### src/rtl/rt_ibex_pcs_rf_restore.sv
// Write-back stage of the PCS context restore: drains one popped LIFO beat into the RF and
// stalls mret until done. Optional read bypass when RT_IBEX_PCS_RESTORE_BYPASS_EN is defined.
module rt_ibex_pcs_rf_restore #(
  parameter int unsigned                  NrSavedRegs  = 9,
  parameter int unsigned                  DataWidth    = 32,
  parameter int unsigned                  NrWrPorts    = 1,
  parameter logic [NrSavedRegs-1:0][4:0]  SavedRegAddr = {5'd14, 5'd13, 5'd12, 5'd11, 5'd10,
                                                          5'd7, 5'd6, 5'd5, 5'd1}
) (
  input  logic                                 clk_i,
  input  logic                                 rst_i,
  input  logic                                 restore_en_i,
  input  logic [NrSavedRegs-1:0][DataWidth-1:0] restore_data_i,
  input  logic                                 rf_gnt_i,
  output logic [NrWrPorts-1:0]                 rf_we_o,
  output logic [NrWrPorts-1:0][4:0]            rf_waddr_o,
  output logic [NrWrPorts-1:0][DataWidth-1:0]  rf_wdata_o,
  output logic                                 stall_o,
  output logic                                 busy_o,
  output logic                                 done_o,
  output logic                                 overrun_o,
  input  logic [4:0]                           rf_raddr_i,
  output logic                                 byp_hit_o,
  output logic [DataWidth-1:0]                 byp_data_o
);

  localparam int unsigned IdxW = $clog2(NrSavedRegs + NrWrPorts + 1);
  localparam int unsigned EntW = (NrSavedRegs > 1) ? $clog2(NrSavedRegs) : 1;

  typedef enum logic [1:0] {
    IDLE,
    WRITE,
    DONE
  } state_e;

  state_e                               state_q, state_d;
  logic [IdxW-1:0]                      idx_q, idx_d;
  logic [NrSavedRegs-1:0][DataWidth-1:0] buf_q;
  logic                                 overrun_q;
  logic                                 load;

  always_ff @(posedge clk_i) begin
    if (rst_i) begin
      state_q   <= IDLE;
      idx_q     <= '0;
      // NOTE: the buffer is cleared too, so a context abandoned by reset can never resurface
      // through the write or bypass paths.
      buf_q     <= '0;
      overrun_q <= 1'b0;
    end else begin
      // NOTE: non-blocking assignments keep every register update in this block order-independent.
      state_q <= state_d;
      idx_q   <= idx_d;
      if (load) buf_q <= restore_data_i;
      if (restore_en_i && (state_q != IDLE)) overrun_q <= 1'b1;
    end
  end

  always_comb begin
    // NOTE: every output of this block gets a default first, so no path can infer a latch.
    state_d    = state_q;
    idx_d      = idx_q;
    load       = 1'b0;
    rf_we_o    = '0;
    rf_waddr_o = '0;
    rf_wdata_o = '0;
    unique case (state_q)
      IDLE: begin
        if (restore_en_i) begin
          load    = 1'b1;
          idx_d   = '0;
          state_d = WRITE;
        end
      end
      WRITE: begin
        // Port p carries entry idx+p; address and data stay on the ports while the grant is low.
        for (int unsigned p = 0; p < NrWrPorts; p++) begin
          if (32'(idx_q) + p < NrSavedRegs) begin
            rf_waddr_o[p] = SavedRegAddr[EntW'(32'(idx_q) + p)];
            rf_wdata_o[p] = buf_q[EntW'(32'(idx_q) + p)];
            rf_we_o[p]    = rf_gnt_i;
          end
        end
        if (rf_gnt_i) begin
          idx_d = idx_q + IdxW'(NrWrPorts);
          if (32'(idx_q) + NrWrPorts >= NrSavedRegs) state_d = DONE;
        end
      end
      DONE:    state_d = IDLE;
      default: state_d = IDLE;
    endcase
    if (rst_i) begin
      rf_we_o    = '0;
      rf_waddr_o = '0;
      rf_wdata_o = '0;
    end
  end

  assign busy_o    = !rst_i && (state_q != IDLE);
  assign stall_o   = !rst_i && ((state_q != IDLE) || restore_en_i);
  assign done_o    = !rst_i && (state_q == DONE);
  assign overrun_o = !rst_i && overrun_q;

`ifdef RT_IBEX_PCS_RESTORE_BYPASS_EN
  // Entries from idx upward are not yet committed (or are being committed this cycle).
  always_comb begin
    byp_hit_o  = 1'b0;
    byp_data_o = '0;
    if (!rst_i && (state_q == WRITE)) begin
      for (int unsigned k = 0; k < NrSavedRegs; k++) begin
        if (!byp_hit_o && (k >= 32'(idx_q)) && (rf_raddr_i == SavedRegAddr[EntW'(k)])) begin
          byp_hit_o  = 1'b1;
          byp_data_o = buf_q[EntW'(k)];
        end
      end
    end
  end
`else
  logic unused_raddr;
  assign unused_raddr = ^rf_raddr_i;
  assign byp_hit_o    = 1'b0;
  assign byp_data_o   = '0;
`endif

endmodule

### config.mk
export PLATFORM = sky130hd
export DESIGN_NAME = rt_ibex_pcs_rf_restore
export DESIGN_NICKNAME = d
export VERILOG_FILES = /design/src/rtl/rt_ibex_pcs_rf_restore.sv
export SDC_FILE = /design/constraint.sdc
export NUM_CORES = 1
export LEC_CHECK = 0
export CAP_MARGIN = 20
export CORE_MARGIN = 1.5
export CORE_UTILIZATION = 40
export CTS_CLUSTER_DIAMETER = 200
export CTS_CLUSTER_SIZE = 30
export DETAILED_ROUTE_END_ITERATION = 10
export DONT_BUFFER_PORTS = 1
export MAX_ROUTING_LAYER = met4
export PLACE_DENSITY = 0.67
export RECOVER_POWER = 25
export SYNTH_ARGS = -nofsm -noshare
export SYNTH_HDL_FRONTEND = slang
export SYNTH_SLANG_ARGS = --single-unit
### constraint.sdc
create_clock -name clk_i -period 2.1 [get_ports clk_i]
set_input_delay 0.105 -clock clk_i [delete_from_list [all_inputs] [get_ports clk_i]]
set_output_delay 0.105 -clock clk_i [all_outputs]
set_load 0.03 [all_outputs]
==> results of run 1 <==
## registers in the layout, indices dropped and copies added (netlist names), named ones only
name	flops
state_q	2
buf_q	288
overrun_q	1
idx_q	4
## worst register-to-register path, delay by kind of cell (launching register included)
kind / cells / cell delay (ps)
buffers and inverters: 2 / 940
and+or+nand+nor: 2 / 690
DFF: 1 / 340
AOI/OAI and AO/OA: 1 / 150
## cells in the final DEF, fill, tap and decap left out, types with 6 or more instances in the layout
| cell type | synthesis | final |
|---|---|---|
| nand2_1 | 579 | 579 |
| dfxtp_1 | 299 | 294 |
| a21oi_1 | 289 | 289 |
| dlygate4sd3_1 | 0 | 249 |
| mux4_2 | 64 | 64 |
| buf_4 | 36 | 36 |
| conb_1 | 1 | 34 |
| buf_12 | 0 | 24 |
| mux2i_1 | 32 | 23 |
| o2bb2ai_1 | 32 | 22 |
| clkbuf_16 | 0 | 18 |
| nor2_1 | 9 | 9 |
| o2bb2ai_2 | 0 | 9 |
| mux2i_2 | 0 | 7 |
| buf_6 | 6 | 7 |
| and2_1 | 7 | 6 |
## final cells by class
cell class / instances / share of cell area
Timing Repair Buffer: 329 / 0.2137
Inverter: 4 / 0.001042
Clock inverter: 1 / 0.0005208
Sequential cell: 299 / 0.3566
Clock buffer: 15 / 0.01979
Tap cell: 402 / 0.02991
Multi-Input combinational cell: 1087 / 0.3784
## repair_timing
item,4_1_cts,5_1_grt
setup buffers,14,0
endpoints found under the hold margin,299,265
setup endpoints to repair,32,59
gates cloned,5,5
resized for setup,31,24
hold buffers,74,176
pin swaps,1,5
## through the flow
| step | cells | TNS (ps) | hold WS (ps) | area (um2) | setup WS [ps] |
|---|---|---|---|---|---|
| 2_1_floorplan | 1552 | -1049 | 215.4 | 13070 | -33.85 |
| 3_3_place_gp | 1851 | 0 | 192.3 | 13430 | 195.2 |
| 3_5_place_dp | 1851 | 0 | 191.5 | 13430 | 176.1 |
| 4_1_cts | 1960 | -8266 | -357.0 | 14920 | -282.0 |
| 5_1_grt | 2137 | -32150 | -351.5 | 16820 | -370.3 |
| 6_report | 2137 | -7940 | -288.5 | 16820 | -282.1 |
## cell families after synthesis
family | after synthesis | synth area share
multiplexers | 96 | 0.1361
flip-flops | 299 | 0.4626
adder cells (fa/ha/maj) | 3 | 0.002901
other | 1 | 0.0002898
buffers and inverters | 166 | 0.06855
AO/OA/AOI/OAI | 341 | 0.1453
AND/OR/NAND/NOR | 613 | 0.1842
## path summary, 6_finish.rpt
path | startpoint | to | slack, ps
max | state_q[1]$_SDFFE_PP0P_ | rf_wdata_o[0] | -280
min | rst_i | buf_q[115]$_SDFFE_PP0P_ | -290
max reg2reg | state_q[0]$_SDFFE_PP0P_ | buf_q[79]$_SDFFE_PP0P_ | -60
min reg2reg | buf_q[248]$_SDFFE_PP0P_ | buf_q[248]$_SDFFE_PP0P_ | 460
## layer usage
metal,global-route usage,vias up,wire [um]
met5,-,-,0
met2,0.3950,397,21440
met3,0.03574,86,1915
met4,0.06623,0,1443
met1,0.2511,5444,15830
li1,-,5461,-
## where the power goes
part	switching (mW)	leakage [nW]	internal [mW]
clock network	1.78	0.167	1.15
logic	0.858	3.53	0.811
registers	0.160	2.46	5.98
total	2.80	6.15	7.95
==> results by group, run 1 <==
Yosys
  – Warnings from Yosys: 0
  – Portion of synthesized cell area occupied by the leading cell type: 0.4626
  – Top-count cell post-synth: nand2_1
  – Most frequent cells after synthesis: nand2_1, dfxtp_1, a21oi_1, buf_2, mux4_2
  – Post-synthesis async set-or-reset flop share: 0
  – Sequential share of the synthesized area: 0.4626
  – Post-synthesis cell count: 1,519
  – Total standard cell area after synthesis: 0.01294 mm2
  – Post-synth EDFFs: 0
  – Post-synth top flop: dfxtp_1
  – #FFs+latches synth: 299
  – Synth unique cells: 43
  – Top cells by area in the synthesized netlist: dfxtp_1, nand2_1, a21oi_1, mux4_2, buf_2
  – Post-synthesis cell type with the largest combined area: dfxtp_1
  – Synthesized area per cell: 8.519 um2

Layout
  – Utilization after layout: 0.5302
  – Diode insertion count for antenna repair: 0
  – Layout Nets: 2,034
  – Multi-input gate area in the final layout: 0.006364 mm2
  – Share of cells above drive strength 1: 0.1112
  – Area taken by flip-flops and latches: 0.005997 mm2
  – Count of fill cells added during filler insertion: 2,749
  – Growth of design area from synthesis to finish: 29.97%

STA
  – Final number of max-transition violations: 0
  – Unrepaired setup endpoints after global routing: yes
  – Post-route worst hold slack: -288.5 ps
  – Number of endpoints failing setup at the final stage: 67
  – Share of the clock period used by the worst path after layout: 1.134
  – Post-route clock skew: 24.08 ps
  – Crit path time final: 2382 ps
  – Final hold violations: 160
  – Worst max-slew margin expressed relative to the limit: 0.5460
  – Highest clock frequency the design can meet: 419.8 MHz
  – Final worst-path setup slack: -282.1 ps
  – Transition time at the pin with the least slew margin: 678.5 ps

Setup path
  – Worst endpoint data arrival time: 2280 ps
  – Type of the setup path with the least slack: reg -> out
  – Crit. path cell count: 6
  – Largest fanout on the critical path: 8
  – Largest stage delay on the critical path: 390 ps
  – Cell-by-cell trace of the critical path: or3b_4 -> a21oi_4 -> and4_4 -> clkbuf_16 -> o2bb2ai_1 -> buf_4
  – Max stage delay cell, worst path: or3b_4
  – Startpoint types: flop
  – Worst reg-to-reg path cell count: 5
  – CP required: 2000 ps
  – Largest delay contributor family on the critical path: simple AND/OR/NAND/NOR gates
  – CP bufs+invs: 2
  – Crit path capture type: primary output

Floorplan
  – Die X: 182.9 um
  – Top Ports: 372
  – Row count: 65
  – Die Footprint: 0.03344 mm2
  – Height of the chip: 182.9 um
  – Initial standard-cell utilization of the core: 0.4080
  – Floorplan core area: 0.03172 mm2

Min path
  – Class of the most critical hold timing path: in -> reg
  – Number of stages on the worst hold path: 1

Place
  – Post-DP HPWL: 24,570 um
  – Routability-driven placement congestion ratio: 0.7953
  – Number of port buffers: 0

Clocking
  – TritonCTS clock tree: yes
  – Clk_lat worst skew: 510 ps
  – Inserted Clock Buffers: 13
  – Clock edge transition at the registers on the reported setup and hold paths: 120 ps
  – CTS Buffer Depth: 3
  – Root buffer selected by CTS: clkbuf_16
  – Clock sink total: 299
  – # H-tree levels: 1

GRT
  – Pin count of the biggest net entering global routing: 303
  – Wire length of the first global-routing pass: 55,540 um
  – GR Util All Layers: 0.2198
  – Global route overflow: 0
  – Initial antenna violation count: 0
  – Vias in the first global route: 10,060

Outcome
  – Failing checks: hold timing, setup timing
  – Result of the run: finished with violations

Drt
  – Antenna Violating Nets Remaining: 0
  – DRC errors left: 0
  – Routed wire length per instance: 19.01 um
  – Detailed-route via count: 11,390
  – Total routed wirelength: 40,620 um
  – Detailed-routing iteration count for the pre-antenna-repair pass: 5
  – Vias/cell: 5.329
  – Initial detailed-routing violation count: 639

Pwr
  – PnR Total Power: 10.75 mW
  – Power density of the placed cells: 639.3 mW/mm2
  – Leak Pwr: 6.153 nW
  – IR drop worst, VDD: 599.5 uV

Run
  – Count of max-cap constraint violations: 0
Note: power is estimated with default switching activity, not from simulation.
==> inputs of run 2 (changes only) <==
--- a/config.mk
+++ b/config.mk
@@ -15,6 +15,7 @@
 export MAX_ROUTING_LAYER = met4
 export PLACE_DENSITY = 0.67
 export RECOVER_POWER = 25
+export SKIP_LAST_GASP = 1
 export SYNTH_ARGS = -nofsm -noshare
 export SYNTH_HDL_FRONTEND = slang
 export SYNTH_SLANG_ARGS = --single-unit
==> run 2 against run 1 <==
Against the previous run:
- the flow still finishes with violations (hold timing, setup timing)
- highest routed layer unchanged
- final area grew 0.46%
- core utilization grew 0.24 points
- hold slack lost 18 ps
- clock power is essentially flat
- largest cell class unchanged
- power grew 0.19%
- largest power group unchanged
- sequential power is essentially flat
- clock-buffer cell count is the same
- sequential cell count is the same
- via count grew 0.27%
==> results by group, run 2 (synthesis gave the netlist of run 1 again) <==
Outcome
  – Result of the run: finished with violations
  – Failing checks: hold timing, setup timing

Layout
  – Utilization after layout: 0.5327 (+0.002446)
  – Commonest non-fill, non-tap cell in the layout: nand2_1
  – Register with the highest flop count: buf_q
  – Design area: 0.01690 mm2 (+0.46%)
  – Growth of design area from synthesis to finish: 30.57%
  – Most frequent cells in the layout: nand2_1, dfxtp_1, a21oi_1
  – Number of flip-flops in the largest register: 288 (unchanged)
  – Largest registers: buf_q x288, idx_q x4, state_q x2
  – Layout Nets: 2,035 (+0.049%)
  – Share of cells above drive strength 1: 0.1158 (+0.004544)

Clocking
  – Clock edge transition at the registers on the reported setup and hold paths: 120 ps (about the same)
  – TritonCTS clock tree: yes
  – Inserted Clock Buffers: 13 (unchanged)
  – CTS Buffer Depth: 3 (unchanged)
  – Clk_lat worst skew: 510 ps (about the same)
  – Clock sink total: 299 (unchanged)
  – # H-tree levels: 1 (unchanged)
  – Root buffer selected by CTS: clkbuf_16

Setup path
  – Crit path capture type: primary output
  – Worst endpoint data arrival time: 2280 ps (about the same)
  – Max stage delay cell, worst path: mux4_2
  – Largest stage delay on the critical path: 550 ps (+160 ps)
  – Reg-to-reg setup timing slack: -60 ps (about the same)
  – Type of the setup path with the least slack: reg -> out
  – Startpoint types: flop
  – Cell-by-cell trace of the critical path: buf_6 -> buf_12 -> mux4_2 -> mux2i_1 -> o2bb2ai_1 -> buf_4
  – CP required: 2000 ps (about the same)
  – Largest fanout on the critical path: 6 (-2)

Floorplan
  – Floorplan core area: 0.03172 mm2 (unchanged)
  – Top Ports: 372 (unchanged)
  – Initial standard-cell utilization of the core: 0.4080 (unchanged)
  – Row count: 65 (unchanged)
  – Die X: 182.9 um (unchanged)
  – Height of the chip: 182.9 um (unchanged)
  – Die Footprint: 0.03344 mm2 (unchanged)

Drt
  – Detailed-route via count: 11,420 (+0.27%)
  – Antenna Violating Nets Remaining: 0 (unchanged)
  – Routed wire length per instance: 19.08 um (+0.36%)
  – Detailed-routing iteration count for the pre-antenna-repair pass: 5 (unchanged)
  – Initial detailed-routing violation count: 764 (+20%)
  – DRC errors left: 0 (unchanged)
  – Total routed wirelength: 40,810 um (+0.45%)
  – Vias/cell: 5.338 (+0.18%)

GRT
  – Vias in the first global route: 10,060 (+0.030%)
  – Wire length of the first global-routing pass: 55,590 um (about the same)
  – Pin count of the biggest net entering global routing: 303 (unchanged)
  – Initial antenna violation count: 0 (unchanged)
  – GR Util All Layers: 0.2200 (+0.0002218)
  – Global route overflow: 0 (unchanged)

Pwr
  – IR drop worst, VDD: 589.1 uV (-1.7%)
  – Leak Pwr: 6.180 nW (+0.43%)
  – Power density of the placed cells: 637.6 mW/mm2 (-0.27%)

STA
  – Highest clock frequency the design can meet: 419.4 MHz (about the same)
  – Post-route clock skew: 23.48 ps (-0.5984 ps)
  – Transition time at the pin with the least slew margin: 684.6 ps (+6.119 ps)
  – Final number of max-transition violations: 0 (unchanged)
  – Unrepaired setup endpoints after global routing: yes
  – Share of the clock period used by the worst path after layout: 1.135 (about the same)
  – Final worst-path setup slack: -284.4 ps (-2.369 ps)
  – Crit path time final: 2384 ps (+2.369 ps)
  – Final hold violations: 177 (+11%)
  – TNS Setup: -7741 ps (+198.7 ps)
  – Worst max-slew margin expressed relative to the limit: 0.5419 (-0.004095)
  – Post-route worst hold slack: -306.9 ps (-18.32 ps)
  – Number of endpoints failing setup at the final stage: 63 (-6.0%)

Place
  – Standard cell area after detailed placement: 0.01343 mm2 (unchanged)
  – Post-DP HPWL: 24,570 um (unchanged)
  – Number of port buffers: 0 (unchanged)
  – Routability-driven placement congestion ratio: 0.7953 (unchanged)

Min path
  – Class of the most critical hold timing path: in -> reg

Run
  – Count of max-cap constraint violations: 0 (unchanged)
==> run 2: cell types whose count changed in the layout (fill, tap and decap cells not counted) <==
| cell | previous run | this run |
|---|---|---|
| mux2i_1 | 23 | 22 |
| a211oi_2 | 0 | 1 |
| buf_12 | 24 | 23 |
| inv_2 | 1 | 0 |
| a211oi_4 | 1 | 0 |
| mux2i_4 | 2 | 3 |
| buf_4 | 36 | 33 |
| buf_16 | 4 | 5 |
| inv_4 | 1 | 2 |
| o2bb2ai_2 | 9 | 15 |
| diode_2 | 0 | 1 |
| buf_6 | 7 | 11 |
| o2bb2ai_1 | 22 | 16 |
==> run 2: what timing repair did <==
item                                    4_1_cts  5_1_grt
endpoints found under the setup margin       32       59
pin swaps                                     1        5
hold buffers                                 74      176
buffers inserted                             14        1
endpoints found under the hold margin       299      265
gates resized for setup                      29       39
gates cloned                                  5        5
==> run 2: metrics by stage <==
step                total power [mW]  cells  setup WS, ps
floorplan                      7.245   1552        -33.85
global placement               7.396   1851         195.2
detailed placement             7.440   1851         176.1
CTS                            10.52   1960        -288.2
global route                   11.26   2138        -378.3
finish                         10.77   2139        -284.4
==> run 2: per-layer routing <==
metal  GRT usage  vias to the layer above  share of wire
li1            -                     5474              -
met1      0.2513                     5454           0.38
met2      0.3950                      396           0.53
met3     0.03574                       95          0.046
met4     0.06721                        0          0.038
met5           -                        -              0
==> run 2: final cells by class <==
class | count | area, um2
Antenna cell | 1 | 2.502
Clock buffer | 15 | 332.8
Clock inverter | 1 | 8.758
Fill cell | 2727 | 14820
Inverter | 4 | 20.02
Multi-Input combinational cell | 1087 | 6406
Sequential cell | 299 | 5997
Tap cell | 402 | 503.0
Timing Repair Buffer | 330 | 3625
==> run 2: critical path, delay by kind of cell, from the launching register on <==
kind | cells | cell delay (ps)
buf+inv | 3 | 450
compound gates | 1 | 110
flops | 1 | 460
mux | 2 | 740
==> run 2: path summary, 6_finish.rpt <==
kind | from | end | cells past startpoint
worst max-delay path | idx_q[0]$_SDFFE_PP0N_ | rf_wdata_o[26] | 6
worst min-delay path | rst_i | buf_q[51]$_SDFFE_PP0P_ | 1
worst max register to register | state_q[0]$_SDFFE_PP0P_ | buf_q[13]$_SDFFE_PP0P_ | 5
worst min register to register | buf_q[70]$_SDFFE_PP0P_ | buf_q[70]$_SDFFE_PP0P_ | 2
==> run 2: where the power goes <==
group	switching, mW	internal, mW
Clock	1.80	1.16
Combinational	0.861	0.814
Sequential	0.161	5.98
